`src/rtl/alu_seq_pkg.sv`:
```
// ============================================================================
//  Module      : alu_seq_pkg
//  Description : Shared types and opcode constants for the ALU command
//                sequencer.
//  Revision    : 1.0 - initial release
// ============================================================================
`default_nettype none

package alu_seq_pkg;

    typedef enum logic [1:0] {
        IDLE    = 2'd0,
        ISSUE   = 2'd1,
        CAPTURE = 2'd2,
        RESP    = 2'd3
    } seq_state_t;

    localparam logic [2:0] OP_HOLD = 3'b000;
    localparam logic [2:0] OP_AND  = 3'b001;
    localparam logic [2:0] OP_ADD  = 3'b010;
    localparam logic [2:0] OP_NOR  = 3'b011;
    localparam logic [2:0] OP_SUB  = 3'b100;

    typedef struct packed {
        logic [3:0] a;
        logic [3:0] b;
        logic [2:0] op;
    } alu_cmd_t;

    localparam int CMD_W = $bits(alu_cmd_t);

    // Opcodes above SUB have no ALU meaning.
    function automatic logic is_illegal_op(input logic [2:0] op);
        return (op > OP_SUB);
    endfunction

endpackage

`default_nettype wire

```
`src/rtl/alu_cmd_fifo.sv`:
```
// ============================================================================
//  Module      : alu_cmd_fifo
//  Description : Synchronous FIFO holding pending ALU commands (power-of-two
//                depth, head presented combinationally).
//  Revision    : 1.0 - initial release
// ============================================================================
`default_nettype none

module alu_cmd_fifo #(
    parameter int DEPTH = 4,
    parameter int WIDTH = 11
) (
    input  logic                   clk,
    input  logic                   reset,
    input  logic                   push,
    input  logic [WIDTH-1:0]       push_data,
    input  logic                   pop,
    output logic [WIDTH-1:0]       head,
    output logic [$clog2(DEPTH):0] count,
    output logic                   full,
    output logic                   empty
);

    localparam int PTR_W = $clog2(DEPTH);
    localparam logic [PTR_W:0] C_FULL_COUNT = (PTR_W + 1)'(DEPTH);

    logic [WIDTH-1:0] r_mem [DEPTH];
    logic [PTR_W-1:0] r_head_ptr;
    logic [PTR_W-1:0] r_tail_ptr;
    logic [PTR_W:0]   r_count;
    logic             w_do_push;
    logic             w_do_pop;

    assign w_do_push = push && !full;
    assign w_do_pop  = pop && !empty;

    // Pointers wrap naturally because DEPTH is a power of two.
    always_ff @(posedge clk or posedge reset) begin
        if (reset) begin
            r_head_ptr <= '0;
            r_tail_ptr <= '0;
            r_count    <= '0;
        end else begin
            if (w_do_push) r_tail_ptr <= r_tail_ptr + 1'b1;
            if (w_do_pop)  r_head_ptr <= r_head_ptr + 1'b1;
            case ({w_do_push, w_do_pop})
                2'b10:   r_count <= r_count + 1'b1;
                2'b01:   r_count <= r_count - 1'b1;
                default: r_count <= r_count;
            endcase
        end
    end

    always_ff @(posedge clk) begin
        if (w_do_push) r_mem[r_tail_ptr] <= push_data;
    end

    assign head  = r_mem[r_head_ptr];
    assign count = r_count;
    assign full  = (r_count == C_FULL_COUNT);
    assign empty = (r_count == '0);

endmodule

`default_nettype wire

```
`src/rtl/alu_cmd_sequencer.sv`:
```
// ============================================================================
//  Module      : alu_cmd_sequencer
//  Description : Queues (A,B,op) commands, issues them one at a time to a
//                registered 4-bit ALU and returns tagged results. Optional
//                illegal-opcode filtering via ALU_SEQ_ILLEGAL_FILTER_EN.
//  Revision    : 1.0 - initial release
// ============================================================================
`default_nettype none

module alu_cmd_sequencer
    import alu_seq_pkg::*;
#(
    parameter int DEPTH = 4,
    parameter int TAG_W = 2
) (
    input  logic             clk,
    input  logic             reset,
    input  logic             cmd_valid,
    output logic             cmd_ready,
    input  logic [3:0]       cmd_a,
    input  logic [3:0]       cmd_b,
    input  logic [2:0]       cmd_op,
    output logic [3:0]       alu_a,
    output logic [3:0]       alu_b,
    output logic [2:0]       alu_opcode,
    input  logic [3:0]       alu_c,
    input  logic             alu_cf,
    input  logic             alu_zf,
    input  logic             alu_sf,
    output logic             rsp_valid,
    input  logic             rsp_ready,
    output logic [3:0]       rsp_c,
    output logic             rsp_cf,
    output logic             rsp_zf,
    output logic             rsp_sf,
    output logic [TAG_W-1:0] rsp_tag,
    output logic             busy,
    output logic             err
);

    localparam int CNT_W = $clog2(DEPTH) + 1;

    seq_state_t       r_state;
    seq_state_t       w_state_nxt;
    alu_cmd_t         w_push_cmd;
    alu_cmd_t         w_head;
    logic [CNT_W-1:0] w_count;
    logic             w_full;
    logic             w_empty;
    logic             w_cmd_hs;
    logic             w_push;
    logic             w_pop;
    logic             w_capture;
    logic             w_rsp_hs;
    logic [3:0]       r_alu_a;
    logic [3:0]       r_alu_b;
    logic             r_rsp_valid;
    logic [3:0]       r_rsp_c;
    logic             r_rsp_cf;
    logic             r_rsp_zf;
    logic             r_rsp_sf;
    logic [TAG_W-1:0] r_rsp_tag;

    // Ready depends on the registered count only; no same-cycle pop bypass.
    assign cmd_ready  = !w_full;
    assign w_cmd_hs   = cmd_valid && cmd_ready;
    assign w_push_cmd = '{a: cmd_a, b: cmd_b, op: cmd_op};

`ifdef ALU_SEQ_ILLEGAL_FILTER_EN
    logic w_illegal;
    logic r_err;

    assign w_illegal = is_illegal_op(cmd_op);
    assign w_push    = w_cmd_hs && !w_illegal;

    always_ff @(posedge clk or posedge reset) begin
        if (reset)                      r_err <= 1'b0;
        else if (w_cmd_hs && w_illegal) r_err <= 1'b1;
    end

    assign err = r_err;
`else
    assign w_push = w_cmd_hs;
    assign err    = 1'b0;
`endif

    alu_cmd_fifo #(
        .DEPTH (DEPTH),
        .WIDTH (CMD_W)
    ) u_fifo (
        .clk       (clk),
        .reset     (reset),
        .push      (w_push),
        .push_data (w_push_cmd),
        .pop       (w_pop),
        .head      (w_head),
        .count     (w_count),
        .full      (w_full),
        .empty     (w_empty)
    );

    always_ff @(posedge clk or posedge reset) begin
        if (reset) r_state <= IDLE;
        else       r_state <= w_state_nxt;
    end

    always_comb begin
        w_state_nxt = r_state;
        w_pop       = 1'b0;
        w_capture   = 1'b0;
        w_rsp_hs    = 1'b0;
        alu_opcode  = OP_HOLD;
        alu_a       = r_alu_a;
        alu_b       = r_alu_b;
        case (r_state)
            IDLE: begin
                if (!w_empty) w_state_nxt = ISSUE;
            end
            ISSUE: begin
                alu_a       = w_head.a;
                alu_b       = w_head.b;
                alu_opcode  = w_head.op;
                w_pop       = 1'b1;
                w_state_nxt = CAPTURE;
            end
            CAPTURE: begin
                w_capture   = 1'b1;
                w_state_nxt = RESP;
            end
            RESP: begin
                if (r_rsp_valid && rsp_ready) begin
                    w_rsp_hs = 1'b1;
                    // A push landing on this same edge keeps the pipe moving.
                    w_state_nxt = (!w_empty || w_push) ? ISSUE : IDLE;
                end
            end
            default: w_state_nxt = IDLE;
        endcase
    end

    // Operands keep their last issued value so the ALU inputs stay quiet.
    always_ff @(posedge clk or posedge reset) begin
        if (reset) begin
            r_alu_a <= 4'd0;
            r_alu_b <= 4'd0;
        end else if (r_state == ISSUE) begin
            r_alu_a <= w_head.a;
            r_alu_b <= w_head.b;
        end
    end

    always_ff @(posedge clk or posedge reset) begin
        if (reset) begin
            r_rsp_valid <= 1'b0;
            r_rsp_c     <= 4'd0;
            r_rsp_cf    <= 1'b0;
            r_rsp_zf    <= 1'b1;
            r_rsp_sf    <= 1'b0;
            r_rsp_tag   <= '0;
        end else if (w_capture) begin
            r_rsp_valid <= 1'b1;
            r_rsp_c     <= alu_c;
            r_rsp_cf    <= alu_cf;
            r_rsp_zf    <= alu_zf;
            r_rsp_sf    <= alu_sf;
        end else if (w_rsp_hs) begin
            r_rsp_valid <= 1'b0;
            r_rsp_tag   <= r_rsp_tag + 1'b1;
        end
    end

    assign rsp_valid = r_rsp_valid;
    assign rsp_c     = r_rsp_c;
    assign rsp_cf    = r_rsp_cf;
    assign rsp_zf    = r_rsp_zf;
    assign rsp_sf    = r_rsp_sf;
    assign rsp_tag   = r_rsp_tag;
    assign busy      = (r_state != IDLE) || (w_count != '0);

endmodule

`default_nettype wire

```
`config.mk`:
```
export PLATFORM = sky130hd
export DESIGN_NAME = alu_cmd_sequencer
export DESIGN_NICKNAME = d
export VERILOG_FILES = /design/src/rtl/alu_seq_pkg.sv /design/src/rtl/alu_cmd_fifo.sv /design/src/rtl/alu_cmd_sequencer.sv
export SDC_FILE = /design/constraint.sdc
export NUM_CORES = 1
export LEC_CHECK = 0
export CAP_MARGIN = 20
export CORE_ASPECT_RATIO = 1.1
export CORE_MARGIN = 1
export CORE_UTILIZATION = 45
export CTS_CLUSTER_SIZE = 20
export DETAILED_ROUTE_END_ITERATION = 12
export PLACE_DENSITY = 0.69
export REMOVE_ABC_BUFFERS = 1
export SLEW_MARGIN = 10
export SYNTH_ARGS = -nofsm -noshare
export SYNTH_HDL_FRONTEND = slang
export SYNTH_SLANG_ARGS = --single-unit
```
`constraint.sdc`:
```
create_clock -name clk -period 4.2 [get_ports clk]
set_input_delay 0.63 -clock clk [delete_from_list [all_inputs] [get_ports clk]]
set_output_delay 0.63 -clock clk [all_outputs]
set_load 0.1 [all_outputs]
```
==> summary.txt, run 1 <==
Synth
  – Cells after Synth: 159
  – Post-synthesis sequential area ratio: between 60% and 70%
  – Post-synth top area cell: edfxtp_1
  – Post-synth EDFFs: 44
  – Post-synth top area share: 45.5%
  – Syn avg cell area: 18.3 sq um
  – Syn. warnings: 0
  – Post-synth top flop: edfxtp_1
  – Synth area leaders: edfxtp_1 45%, dfrtp_1 22%, mux4_2 8.5%, mux2_2 6.2%, ha_1 4.3%
  – Yosys reg bits: just over 70
  – Combined area of all synthesized cells: just under 3000 sq um
  – Async S/R FF share, synth: a little under two fifths
  – Unique masters post-synth: 31

Floorplan
  – DIE WIDTH: roughly 80 um
  – Core box area: 6190 sq um
  – Die Height: roughly 86 um
  – Io pins: 46
  – Die area: between 6000 and 7000 sq um
  – Row count: 30
  – Starting Density: 46.9%

Finish
  – Syn-to-layout area delta: 25.1%
  – Final Instance Area: ~3600 sq um
  – Filler instances: approximately 470
  – Most common cell after layout, fill and taps aside: edfxtp_1
  – Layout cells sized above 1: 27.3%
  – Final nets: approximately 240
  – Antenna cell count: 0
  – Most frequent cells in the layout: 44 x edfxtp_1, 36 x clkdlybuf4s50_1, 26 x dfrtp_1

Placed design
  – Final Wtd Congestion: 0.687
  – Dpl ws: about 1.1 ns
  – Count of input and output buffers: 44
  – Post-DP HPWL: between 3000 and 4000 um
  – Cell area after placement: between 3000 and 4000 sq um

Global routing
  – Initial antenna violation count: 0
  – Maximum number of pins on one net before global-route repair: 28
  – GRT Residual Overflow: 0
  – GRT Overall Usage: roughly 17%
  – First-pass GRT wire length: 8250 um
  – Vias in the first global route: between 1500 and 2000

STA
  – Final WS setup: approximately 0.78 ns
  – Clock Skews: approximately 0.0084 ns
  – Final max-slew violation count: 0
  – Final setup fails: 0
  – Final min period: roughly 3.4 ns
  – Setup TNS: 0 ns
  – Final period utilization: 81.5%
  – Tightest Pin Transition: ~0.98 ns
  – WHS: between 0.4 and 0.5 ns
  – Worst slew margin: between 30% and 40%
  – Peak Freq: between 200 and 300 MHz
  – Final hold violation count: 0
  – RSZ-0062 raised after global routing: no

Clock tree
  – CTS buffer count: 9
  – Post-CTS Setup Bufs: 0
  – CTS hold repair buffers: 0
  – Reg clk slew, reported paths: about 0.070 ns
  – CTS max path bufs: 2
  – CTS H-tree lvls: 3
  – Cts repair resizes: 0
  – CTS root buf: clkbuf_8
  – Clock Latency Late Sink: approximately 0.35 ns
  – CTS tree: yes
  – CTS sink cnt: slightly above 70

Detailed routing
  – Final ANT Viol Nets: 0
  – # DRC: 0
  – Via count: roughly 1500
  – Vias per cell: a little over 5
  – Iter 0 DRT Violations: 44
  – Avg WL per Cell: approximately 17 um
  – Drt total wl: ~5000 um
  – First-pass DRT Iterations: 4

Critical path
  – Highest net fanout along the worst path: 12
  – Startpoint types: flop
  – Reg2Reg Setup Slack: between 1.5 and 2 ns
  – Worst Path Arrival: about 2.8 ns
  – Critical Path Sink Type: output port
  – CP required: approximately 3.6 ns
  – Critical path type: reg -> out

Outcome
  – Status: completed

Worst hold path
  – Worst hold path type: reg -> reg

Run
  – MaxCap Viol Count: 0
-- final timing paths --
path / to / depth (start not counted) / startpoint
max: alu_opcode[0] / 4 / r_state[1]
min: rsp_tag[1] / 1 / rsp_tag[1]
max reg2reg: u_fifo.count[2] / 9 / r_state[1]
min reg2reg: rsp_tag[1] / 1 / rsp_tag[1]
max in group asynchronous: u_fifo.count[1] / 3 / reset
min in group asynchronous: rsp_tag[0] / 2 / reset
-- cell usage after synthesis (all sizes together), types with 3 or more instances --
library cell,instances
buf,3
mux2,17
edfxtp,44
xnor2,4
mux4,11
inv,11
and3,4
and2,5
ha,10
dfrtp,26
xor2,4
-- stage by stage --
stage / utilization (%) / std cells
floorplan: - / 154
global placement: 55.0 / 279
detailed placement: 55.0 / 279
CTS: 58.4 / 295
global route: 58.6 / 296
finish: 58.6 / 296
-- worst max-delay path, stage by stage, from the launching register on --
cell and delay [ns]:
dfrtp_1 0.44, inv_1 0.12, ha_1 0.53, and2_1 0.22, clkdlybuf4s50_1 1.13
-- per-layer routing --
metal  vias to the layer above  wire length (um)  global-route usage, %
met4                         0               150                   11.6
met5                         -                 0                      0
met1                       752              1990                   19.7
met3                        12               254                   3.89
li1                        694                 -                      -
met2                        37              2710                   29.6
-- sequential cells by signal (all words and copies together), names as in the netlist --
| name | count |
|---|---|
| rsp_c | 4 |
| rsp_zf | 1 |
| u_fifo.count | 3 |
| rsp_sf | 1 |
| u_fifo.r_tail_ptr | 2 |
| u_fifo.r_mem | 44 |
| r_state | 2 |
| rsp_valid | 1 |
| rsp_cf | 1 |
| r_alu_b | 4 |
| r_alu_a | 4 |
| u_fifo.r_head_ptr | 2 |
| rsp_tag | 2 |
-- cells by family (layout without fill, tap and decap cells) --
| family | after synthesis | count (layout) | share of synthesized area, % |
|---|---|---|---|
| AO/OA/AOI/OAI | 6 | 6 | 1.77 |
| multiplexers | 29 | 29 | 15.6 |
| XOR/XNOR | 8 | 8 | 2.41 |
| adder cells (fa/ha/maj) | 11 | 11 | 5.00 |
| flip-flops | 71 | 71 | 68.8 |
| other | 1 | 1 | 0.129 |
| AND/OR/NAND/NOR | 17 | 17 | 3.92 |
| buffers and inverters | 16 | 73 | 2.37 |
-- area by class of cell --
type	instances	area, sq um	area share (%)
flip-flops and latches	71	2000	55.0
multi-input cells	72	837	23.0
repair buffers	46	443	12.2
clock buffers	10	128	3.51
well taps	80	100	2.76
clock inverters	6	85.1	2.34
inverters	11	41.3	1.14
Power of run 1 is not shown: default switching activity piles up to over one toggle a cycle in this logic, so the estimate is an artifact.
==> inputs of run 2 (changes only) <==
Clock period 4.2 ns to 3.43 ns, I/O delays scaled along.
==> run 2 against run 1 <==
Against the previous run: sequential share of layout area is 0.11 points higher; wire length is 4.2% lower; critical path depth is 1 lower; via count is 0.40% lower; final area is 0.21% lower; sequential cell count stayed put; largest cell class unchanged; core utilization is 0.12 points lower; hold slack better by 0.012 ns; die area stayed put.
==> summary.txt, run 2 (synthesis results as in run 1) <==
Outcome
  – Status: completed

STA
  – Setup TNS: 0 ns
  – Final max-slew violation count: 0
  – Final period utilization: between 80 and 90%
  – Tightest Pin Transition: about 0.98 ns
  – Worst slew margin: 34.6%
  – Final setup fails: 0
  – Peak Freq: 354 MHz
  – Final min period: 2.83 ns
  – Clock Skews: about 0.006 ns
  – RSZ-0062 raised after global routing: no
  – Final hold violation count: 0

Detailed routing
  – Iter 0 DRT Violations: 79
  – Via count: about 1500
  – Drt total wl: just under 5000 um
  – Final ANT Viol Nets: 0
  – Vias per cell: about 5.0
  – # DRC: 0
  – First-pass DRT Iterations: 4
  – Avg WL per Cell: 16.5 um

Clock tree
  – Post-CTS Setup Bufs: 0
  – CTS tree: yes
  – Reg clk slew, reported paths: 0.08 ns
  – CTS root buf: clkbuf_8
  – CTS H-tree lvls: 3
  – CTS max path bufs: 2
  – Cts repair resizes: 0
  – CTS buffer count: 9
  – CTS hold repair buffers: 0
  – CTS sink cnt: 71
  – Clock Latency Late Sink: around 0.34 ns

Global routing
  – GRT Residual Overflow: 0
  – GRT Overall Usage: approximately 16%
  – Maximum number of pins on one net before global-route repair: 28
  – First-pass GRT wire length: ~7900 um
  – Initial antenna violation count: 0
  – Vias in the first global route: about 1600

Finish
  – Final nets: 244
  – Layout Cells excl Fill: roughly 300
  – Biggest register: u_fifo.r_mem
  – Final Util: between 50% and 60%
  – Antenna cell count: 0
  – Most common cell after layout, fill and taps aside: edfxtp_1
  – Sequential Area: roughly 2000 sq um
  – Most frequent cells in the layout: 44 x edfxtp_1, 32 x clkdlybuf4s50_1, 26 x dfrtp_1
  – Number of flip-flops in the largest register: 44
  – Layout cells sized above 1: 30.1%
  – Area occupied by multi-input gates: ~840 sq um
  – Syn-to-layout area delta: 24.8%
  – Filler instances: 480

Critical path
  – Critical path type: reg -> out
  – Highest net fanout along the worst path: 13
  – Reg2Reg Setup Slack: approximately 1.1 ns
  – Critical Path Sink Type: output port
  – Startpoint types: flop
  – Worst Path Arrival: about 2.3 ns
  – CP required: around 3 ns

Floorplan
  – Row count: 30
  – Die area: just under 7000 sq um
  – Die Height: ~86 um
  – Core box area: between 6000 and 7000 sq um
  – Starting Density: about 47%
  – Io pins: between 40 and 50
  – DIE WIDTH: about 79 um

Run
  – MaxCap Viol Count: 0

Placed design
  – Post-DP HPWL: between 3000 and 4000 um
  – Count of input and output buffers: 44
  – Dpl cells: about 280
  – Final Wtd Congestion: between 0.6 and 0.7

Worst hold path
  – Worst hold path type: reg -> reg
## run 2: changes by cell type in the layout (fill, tap and decap cells not counted), moves of 2 or more
| cell | before | now |
|---|---|---|
| clkinvlp_4 | 1 | 3 |
| buf_4 | 9 | 13 |
| inv_6 | 0 | 3 |
| clkdlybuf4s50_1 | 36 | 32 |
## run 2: metal layers
layer | part of all wire, % | GRT usage [%] | up-vias | routed length, um
met2 | 54 | 27.7 | 24 | 2630
met5 | 0 | 0 | - | 0
met4 | 1.7 | 8.08 | 0 | 84
met3 | 3.5 | 4.63 | 5 | 173
met1 | 41 | 18.9 | 767 | 2010
li1 | - | - | 693 | -
## run 2: final timing paths
path                                       from                   end  cells past startpoint
setup / recovery           u_fifo.r_head_ptr[0]              alu_a[0]                      3
hold / removal                       rsp_tag[1]            rsp_tag[1]                      1
setup reg to reg                     r_state[1]       u_fifo.count[2]                      9
hold reg to reg                      rsp_tag[1]            rsp_tag[1]                      1
max in group asynchronous                 reset  u_fifo.r_head_ptr[1]                      3
min in group asynchronous                 reset            r_state[0]                      2
## run 2: per-stage QoR
stage	worst slack (ns)	hold WS (ns)	area, sq um
2_1_floorplan	0.763	0.497	2880
3_3_place_gp	0.942	0.460	3390
3_5_place_dp	0.929	0.482	3390
4_1_cts	0.547	0.494	3600
5_1_grt	0.470	0.524	3620
6_report	0.603	0.493	3620
## run 2: layout make-up
type | instances | area share (%)
clock buffers | 9 | 3.42
clock inverters | 7 | 2.17
inverters | 11 | 1.14
multi-input cells | 72 | 23.1
flip-flops and latches | 71 | 55.1
well taps | 80 | 2.76
repair buffers | 46 | 12.3
## run 2: critical path, cell delays in order, from the launching register on
cell and delay, ns:
dfrtp_1 0.86, mux4_2 0.59, mux2_2 0.29, buf_4 0.24
Power of run 2 is left out for the same reason.
